File: src/rtl/door_seq_ctrl_if.sv
// Door controller request/status bundle; master drives car/button inputs, slave is the controller.
interface door_seq_ctrl_if;
   logic       arrive;
   logic       moving;
   logic       open_btn;
   logic       close_btn;
   logic       obstruct;
   logic [1:0] state;
   logic [3:0] sec;
   logic       door_open;
   logic       busy;
   logic       done;

   modport master (
      output arrive, moving, open_btn, close_btn, obstruct,
      input  state, sec, door_open, busy, done
   );

   modport slave (
      input  arrive, moving, open_btn, close_btn, obstruct,
      output state, sec, door_open, busy, done
   );
endinterface

File: src/rtl/door_seq_ctrl.sv
// Elevator door sequencer: CLOSED/OPENING/OPEN/CLOSING driven by a one-second tick prescaler.
// All outputs registered; optional obstruction reopen/hold enabled by macro DOOR_OBSTRUCT_EN.
module door_seq_ctrl #(
   parameter int TICK_DIV  = 2,
   parameter int MOVE_SECS = 2,
   parameter int OPEN_SECS = 5
) (
   input  logic            clk,
   input  logic            reseta,
   door_seq_ctrl_if.slave  bus
);

   typedef enum logic [1:0] {
      CLOSED  = 2'd0,
      OPENING = 2'd1,
      OPEN    = 2'd2,
      CLOSING = 2'd3
   } state_t;

   localparam int            PW        = (TICK_DIV > 1) ? $clog2(TICK_DIV) : 1;
   localparam logic [PW-1:0] PRESC_MAX = PW'(TICK_DIV - 1);
   localparam logic [3:0]    MOVE_LAST = 4'(MOVE_SECS - 1);
   localparam logic [3:0]    OPEN_LAST = 4'(OPEN_SECS - 1);

   state_t        r_state;
   logic [3:0]    r_sec;
   logic [PW-1:0] r_presc;
   logic          r_door_open;
   logic          r_busy;
   logic          r_done;

   state_t w_nxt_state;
   logic   w_tick;
   logic   w_hold_rst;
   logic   w_obst;
   logic   w_door_open_nxt;
   logic   w_busy_nxt;
   logic   w_done_nxt;

   assign w_tick = (r_presc == PRESC_MAX);

`ifdef DOOR_OBSTRUCT_EN
   assign w_obst = bus.obstruct;
`else
   logic w_obst_unused;
   assign w_obst_unused = bus.obstruct;
   assign w_obst        = 1'b0;
`endif

   // State, timer and registered outputs; timers restart on any state change or hold restart.
   always_ff @(posedge clk or posedge reseta) begin
      if (reseta) begin
         r_state     <= CLOSED;
         r_sec       <= 4'd0;
         r_presc     <= '0;
         r_door_open <= 1'b0;
         r_busy      <= 1'b0;
         r_done      <= 1'b0;
      end else begin
         r_state     <= w_nxt_state;
         r_door_open <= w_door_open_nxt;
         r_busy      <= w_busy_nxt;
         r_done      <= w_done_nxt;
         if ((w_nxt_state != r_state) || w_hold_rst) begin
            r_presc <= '0;
            r_sec   <= 4'd0;
         end else if (w_tick) begin
            r_presc <= '0;
            if (r_sec != 4'd15) begin
               r_sec <= r_sec + 4'd1;
            end
         end else begin
            r_presc <= r_presc + 1'b1;
         end
      end
   end

   always_comb begin
      w_nxt_state = r_state;
      w_hold_rst  = 1'b0;
      case (r_state)
         CLOSED: begin
            if ((bus.arrive || bus.open_btn) && !bus.moving) begin
               w_nxt_state = OPENING;
            end
         end
         OPENING: begin
            if (w_tick && (r_sec == MOVE_LAST)) begin
               w_nxt_state = OPEN;
            end
         end
         OPEN: begin
            if (bus.open_btn) begin
               w_hold_rst = 1'b1;
            end else if (bus.close_btn && !w_obst) begin
               w_nxt_state = CLOSING;
            end else if (w_tick && (r_sec == OPEN_LAST) && !w_obst) begin
               w_nxt_state = CLOSING;
            end
         end
         CLOSING: begin
            // Reopen wins over a close completing in the same cycle.
            if (bus.open_btn || w_obst) begin
               w_nxt_state = OPENING;
            end else if (w_tick && (r_sec == MOVE_LAST)) begin
               w_nxt_state = CLOSED;
            end
         end
         default: w_nxt_state = CLOSED;
      endcase
   end

   always_comb begin
      w_door_open_nxt = (w_nxt_state == OPEN);
      w_busy_nxt      = (w_nxt_state != CLOSED);
      w_done_nxt      = (r_state == CLOSING) && (w_nxt_state == CLOSED);
   end

   assign bus.state     = r_state;
   assign bus.sec       = r_sec;
   assign bus.door_open = r_door_open;
   assign bus.busy      = r_busy;
   assign bus.done      = r_done;

endmodule

File: src/flat_wrapper.sv
// flat-port wrapper written by rule: the top's interface ports become plain ports
module door_seq_ctrl_flat 
#(
   parameter int TICK_DIV  = 2,
   parameter int MOVE_SECS = 2,
   parameter int OPEN_SECS = 5
)
  (clk, reseta, bus_arrive, bus_moving, bus_open_btn, bus_close_btn, bus_obstruct, bus_state, bus_sec, bus_door_open, bus_busy, bus_done);
  door_seq_ctrl_if bus_i ();
  input  logic clk;
  input  logic reseta;
  input wire logic [$bits(bus_i.arrive)-1:0] bus_arrive;
  input wire logic [$bits(bus_i.moving)-1:0] bus_moving;
  input wire logic [$bits(bus_i.open_btn)-1:0] bus_open_btn;
  input wire logic [$bits(bus_i.close_btn)-1:0] bus_close_btn;
  input wire logic [$bits(bus_i.obstruct)-1:0] bus_obstruct;
  output wire logic [$bits(bus_i.state)-1:0] bus_state;
  output wire logic [$bits(bus_i.sec)-1:0] bus_sec;
  output wire logic [$bits(bus_i.door_open)-1:0] bus_door_open;
  output wire logic [$bits(bus_i.busy)-1:0] bus_busy;
  output wire logic [$bits(bus_i.done)-1:0] bus_done;
  assign bus_i.arrive = bus_arrive;
  assign bus_i.moving = bus_moving;
  assign bus_i.open_btn = bus_open_btn;
  assign bus_i.close_btn = bus_close_btn;
  assign bus_i.obstruct = bus_obstruct;
  assign bus_state = bus_i.state;
  assign bus_sec = bus_i.sec;
  assign bus_door_open = bus_i.door_open;
  assign bus_busy = bus_i.busy;
  assign bus_done = bus_i.done;
  door_seq_ctrl #(.TICK_DIV(TICK_DIV), .MOVE_SECS(MOVE_SECS), .OPEN_SECS(OPEN_SECS)) u_core (.clk(clk), .reseta(reseta), .bus(bus_i));
endmodule
File: config.mk
export PLATFORM = sky130hd
export DESIGN_NAME = door_seq_ctrl_flat
export DESIGN_NICKNAME = d
export VERILOG_FILES = /design/src/rtl/door_seq_ctrl_if.sv /design/src/rtl/door_seq_ctrl.sv /design/src/flat_wrapper.sv
export SDC_FILE = /design/constraint.sdc
export NUM_CORES = 1
export LEC_CHECK = 0
export ABC_AREA = 1
export ABC_CLOCK_PERIOD_IN_PS = 1600
export BUFFER_PORTS_ARGS = -buffer_cell sky130_fd_sc_hd__buf_4
export CAP_MARGIN = 10
export CORE_AREA = 2 2 39 41
export DETAILED_ROUTE_END_ITERATION = 10
export DIE_AREA = 0 0 41 43
export PLACE_DENSITY = 0.76
export SYNTH_ARGS = -nofsm -noshare
export SYNTH_HDL_FRONTEND = slang
export SYNTH_SLANG_ARGS = --single-unit
export TNS_END_PERCENT = 100
File: constraint.sdc
create_clock -name clk -period 1.6 [get_ports clk]
set_input_delay 0.32 -clock clk [delete_from_list [all_inputs] [get_ports clk]]
set_output_delay 0.32 -clock clk [all_outputs]
set_load 0.05 [all_outputs]
==> run_summary.xml <==
<?xml version="1.0" encoding="UTF-8"?>
<metrics>
  <group name="setup_path">
    <metric name="crit_path_end_kind" unit="">flip-flop</metric>
    <metric name="critPathMaxStageDelay" unit="ps">430</metric>
    <metric name="critical_path.n_buffers_inverters" unit="">2</metric>
    <metric name="crit_slowest_cell" unit="">dfrtp_2</metric>
    <metric name="worstPathRequired" unit="ps">1810</metric>
    <metric name="crit_path_cell_trace" unit="">inv_1 &gt; ha_1 &gt; inv_1 &gt; nor2_4 &gt; nand3_2 &gt; nand2_2 &gt; nand3_2 &gt; nand2_2 &gt; nand3_2 &gt; nor2_2</metric>
    <metric name="r2r-start" unit="">u_core.bus.sec[1]$_DFFE_PP0P_</metric>
    <metric name="timing.setup.critical_path_class" unit="">flip-flop to flip-flop</metric>
    <metric name="setup.reg_to_reg.worst_slack" unit="ps">160</metric>
    <metric name="critical_path_peak_fanout" unit="">4</metric>
    <metric name="worstRegToRegCells" unit="">10</metric>
    <metric name="crit_arrival" unit="ps">1650</metric>
    <metric name="worstSetupStartpointType" unit="">flip-flop</metric>
    <metric name="worst_path_dominant_cell_family" unit="">simple AND/OR/NAND/NOR gates</metric>
    <metric name="r2r_end" unit="">u_core.bus.done$_DFF_PP0_</metric>
    <metric name="cp_common_cell" unit="">nand3_2</metric>
  </group>
  <group name="floorplan">
    <metric name="die_w" unit="um">41</metric>
    <metric name="initial_core_utilization" unit="">0.422</metric>
    <metric name="i_o_pins" unit="">16</metric>
    <metric name="die_area" unit="um2">1760</metric>
    <metric name="dieHeight" unit="um">43</metric>
    <metric name="row_count" unit="">14</metric>
    <metric name="core_region_area" unit="um2">1380</metric>
  </group>
  <group name="layout">
    <metric name="fillerInstances" unit="">125</metric>
    <metric name="final_core_util" unit="">0.544</metric>
    <metric name="areaGrowthSynthToFinish" unit="%">28.9</metric>
    <metric name="final_net_count" unit="">100</metric>
    <metric name="share_of_cells_above_drive_strength_1" unit="">0.337</metric>
    <metric name="antennaDiodeCount" unit="">0</metric>
    <metric name="instances_no_fill" unit="">105</metric>
  </group>
  <group name="timing">
    <metric name="final.setup_skew" unit="ps">3.96</metric>
    <metric name="rsz0062_at_grt" unit="">no</metric>
    <metric name="setup_tns" unit="ps">0</metric>
    <metric name="slew_headroom" unit="">0.745</metric>
    <metric name="final_worst_path_cycle_share" unit="">0.902</metric>
    <metric name="period_needed" unit="ps">1440</metric>
    <metric name="finalSetupViolations" unit="">0</metric>
    <metric name="hold_violations" unit="">0</metric>
    <metric name="max_freq" unit="MHz">693</metric>
    <metric name="timing.final.ws_setup" unit="ps">157</metric>
    <metric name="final_max_slew_viol_count" unit="">0</metric>
    <metric name="max_slew.worst_pin.slew" unit="ps">382</metric>
  </group>
  <group name="placed_design">
    <metric name="post-place-ws" unit="ps">138</metric>
    <metric name="post-dp-hpwl" unit="um">862</metric>
    <metric name="placedCellCount" unit="">101</metric>
    <metric name="place_congestion" unit="">0.791</metric>
    <metric name="numPortBuffers" unit="">14</metric>
  </group>
  <group name="cts">
    <metric name="post_cts.resized_instances" unit="">0</metric>
    <metric name="htreeDepth" unit="">1</metric>
    <metric name="cts_tree" unit="">built</metric>
    <metric name="cts-root-buf" unit="">clkbuf_4</metric>
    <metric name="post_cts.repair.setup_buffers" unit="">0</metric>
    <metric name="ctsLongestPathBuffers" unit="">2</metric>
    <metric name="numCtsBuffers" unit="">3</metric>
    <metric name="clk_latency" unit="ps">270</metric>
    <metric name="cts_num_sinks" unit="">10</metric>
    <metric name="clk_pin_slew_worst_setup_hold_paths" unit="ps">70</metric>
    <metric name="holdBufCountCts" unit="">0</metric>
  </group>
  <group name="detailed_routing">
    <metric name="drt.antenna.violating_nets" unit="">0</metric>
    <metric name="wire_per_inst" unit="um">10.3</metric>
    <metric name="routed-via-count" unit="">501</metric>
    <metric name="avgViaCountPerCell" unit="">4.77</metric>
    <metric name="number_of_violations_reported_at_the_end_of_detailed_routing_iteration_0" unit="">8</metric>
    <metric name="detailedRoute.firstPassIterationCount" unit="">4</metric>
    <metric name="routed_wl" unit="um">1080</metric>
    <metric name="drcViolationCount" unit="">0</metric>
  </group>
  <group name="global_routing">
    <metric name="grt_remaining_overflow" unit="">0</metric>
    <metric name="maximum_number_of_pins_on_one_net_before_global_route_repair" unit="">11</metric>
    <metric name="grt_pass1_vias" unit="">472</metric>
    <metric name="antenna_found_initial" unit="">0</metric>
    <metric name="grt_usage" unit="">0.146</metric>
    <metric name="first_pass_grt_wire_length" unit="um">1760</metric>
  </group>
  <group name="power_and_ir_drop">
    <metric name="power.total" unit="mW">1.45</metric>
    <metric name="power.ir.vdd_worst" unit="V">0.000697</metric>
    <metric name="power_density_over_the_cells" unit="nW/um2">1930</metric>
    <metric name="static-leakage-power" unit="nW">0.408</metric>
  </group>
  <group name="synth">
    <metric name="share_of_cell_area_taken_by_muxes_after_synthesis" unit="">0</metric>
    <metric name="synth_largest_area_cell" unit="">dfrtp_1</metric>
    <metric name="avgSynthCellArea" unit="um2">8.23</metric>
    <metric name="syn_nets" unit="">81</metric>
    <metric name="combinational_family_with_the_most_area_after_synthesis" unit="">simple AND/OR/NAND/NOR gates</metric>
    <metric name="syn-instance-count" unit="">71</metric>
    <metric name="post-synth-top-count-cell" unit="">inv_1</metric>
    <metric name="postSynth.asyncResetShare" unit="">1.00</metric>
    <metric name="synth_top_area_frac" unit="">0.428</metric>
    <metric name="post_synthesis_cell_area" unit="um2">584</metric>
    <metric name="synth_compound_gate_area_share" unit="">0.0300</metric>
    <metric name="synth_warnings" unit="">0</metric>
    <metric name="synth_xor_xnor_area_share" unit="">0.0450</metric>
    <metric name="synth-edff-count" unit="">0</metric>
    <metric name="yosys.area_share.simple" unit="">0.323</metric>
    <metric name="yosys-top-cells-area" unit="">dfrtp_1 43%, inv_1 11%, nand2_1 7.7%</metric>
    <metric name="synth.lib_cells_used.distinct" unit="">14</metric>
    <metric name="synth-seq-area-share" unit="">0.428</metric>
    <metric name="synthTopCellsByCount" unit="">17 x inv_1, 12 x nand2_1, 10 x dfrtp_1, 7 x nor2_1</metric>
    <metric name="synthFlopType" unit="">dfrtp_1</metric>
    <metric name="synth_fa_ha_area_frac" unit="">0.0642</metric>
    <metric name="postSynthRegisterBits" unit="">10</metric>
  </group>
  <group name="worst_hold_path">
    <metric name="hp-class" unit="">primary input to async pin</metric>
  </group>
  <group name="outcome">
    <metric name="result_of_the_run" unit="">finished clean</metric>
  </group>
  <group name="job">
    <metric name="maximum_capacitance_violations" unit="">0</metric>
  </group>
</metrics>
logic make-up after synthesis:
| logic type | Yosys count |
|---|---|
| adder cells (fa/ha/maj) | 3 |
| AND/OR/NAND/NOR | 35 |
| buffers and inverters | 17 |
| flip-flops | 10 |
| XOR/XNOR | 3 |
| AO/OA/AOI/OAI | 3 |
sequential cells by signal (all words and copies together), names as in the netlist:
name	count
u_core.bus.sec	4
u_core.bus.busy	1
u_core.bus.done	1
u_core.bus.state	2
u_core.bus.door_open	1
u_core.r_presc	1
cell usage in the layout (no fill, tap or decap), drive strengths merged:
master,Yosys,routed
nand4,4,4
nand3,6,6
ha,3,3
xor2,3,3
inv,17,17
o21ai,2,2
dfrtp,10,10
clkbuf,0,4
nand2,15,15
nor2,10,10
o211ai,1,1
buf,0,14
per-stage QoR:
| step | area [um2] | hold WS [ps] |
|---|---|---|
| 5_1_grt | 753 | 57.2 |
| 3_5_place_dp | 712 | 330 |
| 3_3_place_gp | 712 | 321 |
| 6_report | 753 | 20.8 |
| 2_1_floorplan | 587 | 160 |
| 4_1_cts | 748 | 38.1 |
layer usage:
metal	part of all wire	global-route usage	vias to the layer above
met5	0	0	-
met4	0.025	0.0933	0
met3	0.036	0.0157	4
met2	0.52	0.228	11
met1	0.41	0.180	232
li1	-	-	254
worst max path at each step:
| stage | start | to | cells past startpoint |
|---|---|---|---|
| after floorplan | u_core.bus.sec[1]$_DFFE_PP0P_ | u_core.bus.done$_DFF_PP0_ | 10 |
| after global placement | u_core.bus.sec[1]$_DFFE_PP0P_ | u_core.bus.sec[0]$_DFFE_PP0P_ | 10 |
| after detailed placement | u_core.bus.sec[1]$_DFFE_PP0P_ | u_core.bus.sec[0]$_DFFE_PP0P_ | 10 |
| after CTS | u_core.bus.sec[1]$_DFFE_PP0P_ | u_core.bus.sec[0]$_DFFE_PP0P_ | 10 |
| after global routing | u_core.bus.sec[1]$_DFFE_PP0P_ | u_core.bus.sec[3]$_DFFE_PP0P_ | 10 |
| final | u_core.bus.sec[1]$_DFFE_PP0P_ | u_core.bus.done$_DFF_PP0_ | 10 |
report_power, final:
part	leakage, nW	switching (mW)	total, mW	internal [mW]
clock network	0.0210	0.0980	0.236	0.138
registers	0.125	0.0909	0.430	0.339
logic	0.261	0.544	0.785	0.241
total	0.408	0.733	1.45	0.718
layout make-up:
cell class,instances,area [um2],area share
inverters,17,63.8,0.0847
clock buffers,4,36.3,0.0482
flip-flops and latches,10,253,0.336
repair buffers,14,105,0.140
multi-input cells,44,275,0.365
well taps,16,20.0,0.0266
Power figures use the tool's default switching activity.
